### src/rtl/bf_bus_pkg.sv
// Shared constants for the brainfuck data-bus controller: data width and
// the controller FSM state encoding.
package bf_bus_pkg;

    localparam int BF_DATA_W = 8;

    localparam logic [2:0] S_IDLE   = 3'd0;
    localparam logic [2:0] S_C_MEM  = 3'd1;
    localparam logic [2:0] S_C_DONE = 3'd2;
    localparam logic [2:0] S_H_MEM  = 3'd3;
    localparam logic [2:0] S_H_DONE = 3'd4;
    localparam logic [2:0] S_IO_WR  = 3'd5;
    localparam logic [2:0] S_IO_RD  = 3'd6;

endpackage

### src/rtl/bf_out_fifo.sv
// Circular output-character FIFO. Pointers wrap naturally because DEPTH is a
// power of two; occupancy is tracked in a separate counter.
module bf_out_fifo #(
    parameter int DEPTH = 8,
    parameter int W     = 8
) (
    input  logic                     clk,
    input  logic                     rst,
    input  logic                     push,
    input  logic [W-1:0]             wdata,
    output logic                     full,
    input  logic                     pop,
    output logic [W-1:0]             rdata,
    output logic                     empty,
    output logic [$clog2(DEPTH):0]   count
);

    localparam int PW = $clog2(DEPTH);
    localparam int CW = PW + 1;
    localparam logic [CW-1:0] FULL_CNT = CW'(DEPTH);

    logic [W-1:0]  mem [DEPTH];
    logic [PW-1:0] wr_ptr;
    logic [PW-1:0] rd_ptr;
    logic          push_ok;
    logic          pop_ok;

    assign empty   = (count == '0);
    assign full    = (count == FULL_CNT);
    assign push_ok = push && !full;
    assign pop_ok  = pop && !empty;
    assign rdata   = mem[rd_ptr];

    // Storage is not reset; clearing the pointers and count discards contents.
    always_ff @(posedge clk) begin
        if (push_ok) begin
            mem[wr_ptr] <= wdata;
        end
    end

    always_ff @(posedge clk or posedge rst) begin
        if (rst) begin
            wr_ptr <= '0;
            rd_ptr <= '0;
            count  <= '0;
        end else begin
            if (push_ok) begin
                wr_ptr <= wr_ptr + 1'b1;
            end
            if (pop_ok) begin
                rd_ptr <= rd_ptr + 1'b1;
            end
            if (push_ok && !pop_ok) begin
                count <= count + 1'b1;
            end else if (!push_ok && pop_ok) begin
                count <= count - 1'b1;
            end
        end
    end

endmodule

### src/rtl/bf_bus_ctrl.sv
// Data-bus controller for brainfuck_cpu: arbitrates the tape RAM between the
// CPU and a host port, and bridges CPU I/O cycles to a tx FIFO and rx channel.
module bf_bus_ctrl
    import bf_bus_pkg::*;
#(
    parameter int DATA_AW    = 11,
    parameter int FIFO_DEPTH = 8
) (
    input  logic                          clk,
    input  logic                          rst,
    input  logic [DATA_AW-1:0]            cpu_addr,
    input  logic [BF_DATA_W-1:0]          cpu_wdata,
    output logic [BF_DATA_W-1:0]          cpu_rdata,
    input  logic                          cpu_rd,
    input  logic                          cpu_wr,
    input  logic                          cpu_mreq,
    input  logic                          cpu_ioreq,
    output logic                          cpu_ready,
    output logic [DATA_AW-1:0]            ram_addr,
    output logic [BF_DATA_W-1:0]          ram_wdata,
    input  logic [BF_DATA_W-1:0]          ram_rdata,
    output logic                          ram_en,
    output logic                          ram_we,
    input  logic                          host_req,
    input  logic                          host_we,
    input  logic [DATA_AW-1:0]            host_addr,
    input  logic [BF_DATA_W-1:0]          host_wdata,
    output logic [BF_DATA_W-1:0]          host_rdata,
    output logic                          host_ack,
    output logic [BF_DATA_W-1:0]          tx_data,
    output logic                          tx_valid,
    input  logic                          tx_ready,
    input  logic [BF_DATA_W-1:0]          rx_data,
    input  logic                          rx_valid,
    output logic                          rx_ack,
    output logic [$clog2(FIFO_DEPTH):0]   fifo_count,
    output logic [2:0]                    dbg_state
);

    // Handshakes: cpu strobes and host_req are held until a one-cycle
    // cpu_ready/host_ack pulse and must drop in that pulse cycle; tx moves a
    // byte on any cycle with tx_valid & tx_ready; rx_ack pulses once to
    // consume rx_data while rx_valid is high.

    logic [2:0]           state;
    logic [DATA_AW-1:0]   addr_q;
    logic [BF_DATA_W-1:0] wdata_q;
    logic [BF_DATA_W-1:0] rx_q;
    logic                 we_q;
    logic                 mem_rd_q;
    logic                 io_rd_q;
    logic                 fifo_push;
    logic                 fifo_full;
    logic                 fifo_empty;

    assign dbg_state = state;

    always_ff @(posedge clk or posedge rst) begin
        if (rst) begin
            state    <= S_IDLE;
            addr_q   <= '0;
            wdata_q  <= '0;
            rx_q     <= '0;
            we_q     <= 1'b0;
            mem_rd_q <= 1'b0;
            io_rd_q  <= 1'b0;
        end else begin
            case (state)
                S_IDLE: begin
                    if (host_req) begin
                        state    <= S_H_MEM;
                        addr_q   <= host_addr;
                        wdata_q  <= host_wdata;
                        we_q     <= host_we;
                        mem_rd_q <= 1'b0;
                        io_rd_q  <= 1'b0;
                    end else if (cpu_rd || cpu_wr) begin
                        addr_q   <= cpu_addr;
                        wdata_q  <= cpu_wdata;
                        we_q     <= cpu_wr;
                        mem_rd_q <= 1'b0;
                        io_rd_q  <= 1'b0;
                        // I/O qualifier wins; an unqualified strobe is a no-op.
                        if (cpu_ioreq) begin
                            state   <= cpu_wr ? S_IO_WR : S_IO_RD;
                            io_rd_q <= !cpu_wr;
                        end else if (cpu_mreq) begin
                            state    <= S_C_MEM;
                            mem_rd_q <= !cpu_wr;
                        end else begin
                            state <= S_C_DONE;
                        end
                    end
                end
                S_C_MEM:  state <= S_C_DONE;
                S_H_MEM:  state <= S_H_DONE;
                S_C_DONE: state <= S_IDLE;
                S_H_DONE: state <= S_IDLE;
                S_IO_WR: begin
                    if (!fifo_full) begin
                        state <= S_C_DONE;
                    end
                end
                S_IO_RD: begin
                    if (rx_valid) begin
                        rx_q  <= rx_data;
                        state <= S_C_DONE;
                    end
                end
                default: state <= S_IDLE;
            endcase
        end
    end

    assign ram_en    = (state == S_C_MEM) || (state == S_H_MEM);
    assign ram_we    = ram_en && we_q;
    assign ram_addr  = addr_q;
    assign ram_wdata = wdata_q;

    assign cpu_ready = (state == S_C_DONE);
    assign host_ack  = (state == S_H_DONE);
    assign rx_ack    = (state == S_IO_RD) && rx_valid;

    always_comb begin
        cpu_rdata = '0;
        if (cpu_ready) begin
            if (mem_rd_q) begin
                cpu_rdata = ram_rdata;
            end else if (io_rd_q) begin
                cpu_rdata = rx_q;
            end
        end
    end

    assign host_rdata = (host_ack && !we_q) ? ram_rdata : '0;

    // Fullness comes from the registered count, so a same-cycle pop never
    // makes room for this push.
    assign fifo_push = (state == S_IO_WR) && !fifo_full;
    assign tx_valid  = !fifo_empty;

    bf_out_fifo #(
        .DEPTH (FIFO_DEPTH),
        .W     (BF_DATA_W)
    ) u_out_fifo (
        .clk   (clk),
        .rst   (rst),
        .push  (fifo_push),
        .wdata (wdata_q),
        .full  (fifo_full),
        .pop   (tx_ready),
        .rdata (tx_data),
        .empty (fifo_empty),
        .count (fifo_count)
    );

endmodule

### config.mk
export PLATFORM = sky130hd
export DESIGN_NAME = bf_bus_ctrl
export DESIGN_NICKNAME = d
export VERILOG_FILES = /design/src/rtl/bf_bus_pkg.sv /design/src/rtl/bf_out_fifo.sv /design/src/rtl/bf_bus_ctrl.sv
export SDC_FILE = /design/constraint.sdc
export NUM_CORES = 1
export LEC_CHECK = 0
export CORE_MARGIN = 5
export CORE_UTILIZATION = 49
export CTS_CLUSTER_SIZE = 14
export DETAILED_ROUTE_END_ITERATION = 8
export GPL_TIMING_DRIVEN = 0
export PLACE_DENSITY_LB_ADDON = 0.05
export SKIP_LAST_GASP = 1
export SLEW_MARGIN = 20
export SYNTH_ARGS = -nofsm -noshare
export SYNTH_HDL_FRONTEND = slang
export SYNTH_SLANG_ARGS = --single-unit
### constraint.sdc
create_clock -name clk -period 3.15 [get_ports clk]
set_clock_uncertainty 0.15 [all_clocks]
set_input_delay 0.315 -clock clk [delete_from_list [all_inputs] [get_ports clk]]
set_output_delay 0.315 -clock clk [all_outputs]
set_load 0.05 [all_outputs]
==> flow_metrics.env <==
export IMPL_multi_input_area_um2=1690
export IMPL_syn_avg_cell_area_um2=14.5
export IMPL_hold_slack_ns=0.0812
export IMPL_vias=3099
export IMPL_cts_setup_buffers=0
export IMPL_rsz0062_at_grt="no"
export IMPL_crit_path_end_kind="primary output"
export IMPL_core_region_area_um2=9680
export IMPL_cts_sinks=107
export IMPL_r2r_start="u_out_fifo.count[0]"
export IMPL_gr_usage_all_layers=0.179
export IMPL_crit_required_ns=2.68
export IMPL_antenna_found_initial=0
export IMPL_syn_cell_area_um2=4810
export IMPL_grt_pass1_wl_um=16000
export IMPL_netlist_instances=331
export IMPL_vias_per_cell=5.18
export IMPL_worstMarginPinSlew_ns=0.780
export IMPL_n_antenna_cell=0
export IMPL_use_met3=0.0545
export IMPL_clkTransAtPathRegs_ns=0.10
export IMPL_fin_crit_sh=0.972
export IMPL_power_density_nw_per_um2=944
export IMPL_die_width_um=109
export IMPL_peakVddDrop_uv=371
export IMPL_setup_viol=0
export IMPL_cts_tree="yes"
export IMPL_status="completed"
export IMPL_seqCellArea_um2=3000
export IMPL_postRouteAntennaNets=0
export IMPL_grt_pass1_vias=3111
export IMPL_syn_nets=401
export IMPL_critPathMaxFanout=10
export IMPL_grt_start_max_net_pins=29
export IMPL_drtPass1Iterations=4
export IMPL_grt_overflow_total=0
export IMPL_cts_resized=1
export IMPL_numCtsBuffers=9
export IMPL_cp_slowest_cell="clkdlybuf4s50_1"
export IMPL_fin_tns_setup_ns=0
export IMPL_gp_congestion=0.742
export IMPL_crit_path_start_kind="flip-flop"
export IMPL_area_delta_synth_final_pct=33.0
export IMPL_htreeDepth=3
export IMPL_port_buffer_count=118
export IMPL_hold_buffers=0
export IMPL_dp_final_hpwl_um=7460
export IMPL_synth_cell_types=40
export IMPL_detail_route_iter0_violations=132
export IMPL_use_met2=0.277
export IMPL_drc=0
export IMPL_wl_per_cell_um=17.0
export IMPL_yosys_warnings=0
export IMPL_min_period_ns=3.06
export IMPL_ys_ff_latch=107
export IMPL_critPathMaxStageDelay_ns=0.70
export IMPL_worst_setup_path_type="flip-flop to primary output"
export IMPL_dieArea_um2=11900
export IMPL_totalWireLength_um=10100
export IMPL_drv_cap=0
export IMPL_crit_start="u_out_fifo.rd_ptr[0]"
export IMPL_fill_cells=735
export IMPL_slew_viol_final=0
export IMPL_start_util=0.496
export IMPL_grt_most_used_layer="met2"
export IMPL_drive_above_1_share=0.118
export IMPL_hold_viol=0
export IMPL_path_cells="buf_6, buf_12, mux4_1, mux2_2, clkdlybuf4s50_1"
export IMPL_grt_use_met1=0.238
export IMPL_fin_nets=530
export IMPL_p_leak_nw=2.48
export IMPL_io_pins=120
export IMPL_clockBufferDepth=2
export IMPL_fp_dieH_um=109
export IMPL_hold_path_class="input pin to async pin"
export IMPL_seq_area_frac_synth=0.624
export IMPL_fmaxAchievable_mhz=327
export IMPL_arrival_ns=2.60
export IMPL_maxSlewHeadroom=0.478
export IMPL_root_buffer="clkbuf_8"
export IMPL_rows=36
export IMPL_clk_latency_ns=0.36
## routing by layer
| metal | part of all wire | vias up |
|---|---|---|
| li1 | - | 1495 |
| met2 | 0.48 | 90 |
| met4 | 0.016 | 0 |
| met3 | 0.062 | 15 |
| met1 | 0.44 | 1499 |
| met5 | 0 | - |
## area by class of cell
class,instances,area share
clock inverters,3,0.00450
flip-flops and latches,107,0.469
plain buffers,15,0.0153
inverters,9,0.00528
multi-input cells,199,0.264
well taps,133,0.0260
clock buffers,13,0.0264
repair buffers,119,0.190
## cells in the final DEF (no fill, tap or decap), types with 3 or more instances in the layout
master | synthesis | routed
xnor2_1 | 7 | 7
inv_1 | 9 | 8
nand2_1 | 8 | 8
clkdlybuf4s50_1 | 0 | 112
buf_2 | 8 | 8
edfxtp_1 | 64 | 64
nand3_1 | 7 | 7
ha_1 | 5 | 5
dlymetal6s2s_1 | 0 | 5
mux2i_1 | 20 | 20
mux2_2 | 19 | 19
and2_1 | 9 | 9
and3_1 | 9 | 9
a21oi_1 | 30 | 30
clkbuf_8 | 0 | 12
nor2b_1 | 3 | 3
nor2_1 | 38 | 38
nor3_2 | 0 | 3
o21ai_0 | 6 | 6
mux4_1 | 16 | 16
dfrtp_1 | 43 | 43
## metrics by stage
stage	cell area [um^2]	cells	util	setup WS, ns	total power, mW
floorplan	4810	331	-	0.292	4.28
global placement	6150	582	0.636	0.284	5.22
detailed placement	6180	583	0.639	0.256	5.29
CTS	6380	598	0.659	0.00711	6.10
global route	6390	598	0.660	0.00881	6.36
finish	6390	598	0.660	0.0891	6.04
## path summary, 6_finish.rpt
| path | end | cells after the start | slack [ns] |
|---|---|---|---|
| worst max-delay path | tx_data[4] | 5 | 0.09 |
| worst min-delay path | dbg_state[1] | 2 | 0.08 |
| worst max register to register | u_out_fifo.count[3] | 11 | 0.44 |
| worst min register to register | rx_q[5] | 1 | 0.36 |
| max in group asynchronous | ram_wdata[2] | 3 | 2.29 |
| min in group clk | ram_addr[2] | 3 | 0.25 |
## critical path, delay by kind of cell (launching register included)
kind     cells  cell delay, ns
flops        1            0.37
buf+inv      3            1.02
mux          2            0.85
## Yosys cell counts, drive strengths merged
cell type / number / area, um^2
a21oi: 30 / 150
a221oi: 1 / 8.76
a2bb2oi: 1 / 8.76
a32oi: 1 / 8.76
and2: 9 / 56.3
and3: 9 / 56.3
buf: 14 / 93.8
clkbuf: 2 / 7.51
dfrtp: 43 / 1080
edfxtp: 64 / 1920
fa: 1 / 20.0
ha: 5 / 62.6
inv: 9 / 33.8
mux2: 19 / 214
mux2i: 20 / 200
mux4: 16 / 420
nand2: 8 / 30.0
nand2b: 2 / 12.5
nand3: 7 / 35.0
nand3b: 1 / 7.51
nand4b: 1 / 8.76
nor2: 38 / 143
nor2b: 3 / 18.8
nor3: 4 / 31.3
nor4b: 1 / 15.0
o211ai: 1 / 7.51
o21ai: 6 / 30.0
o21bai: 2 / 15.0
o221ai: 1 / 8.76
o22a: 1 / 8.76
o31a: 1 / 8.76
or3: 1 / 6.26
or3b: 1 / 8.76
or4: 1 / 11.3
xnor2: 7 / 61.3
## report_power, final
group / internal [mW] / leakage [nW] / switching (mW)
logic: 1.18 / 1.30 / 1.81
registers: 1.89 / 1.07 / 0.342
clock network: 0.363 / 0.102 / 0.451
## cells by family after synthesis
group | synth area share
buf+inv | 0.0281
simple gates | 0.0916
xor+xnor | 0.0128
flops | 0.624
fa+ha+maj | 0.0172
mux | 0.174
compound gates | 0.0531
## state kept, by name, summed over array words and instances, names as in the netlist
signal             count
u_out_fifo.mem        64
ram_addr              11
ram_wdata              8
rx_q                   8
u_out_fifo.count       4
dbg_state              3
u_out_fifo.rd_ptr      3
u_out_fifo.wr_ptr      3
io_rd_q                1
mem_rd_q               1
we_q                   1
No activity file was read; power rests on OpenSTA's default activity.
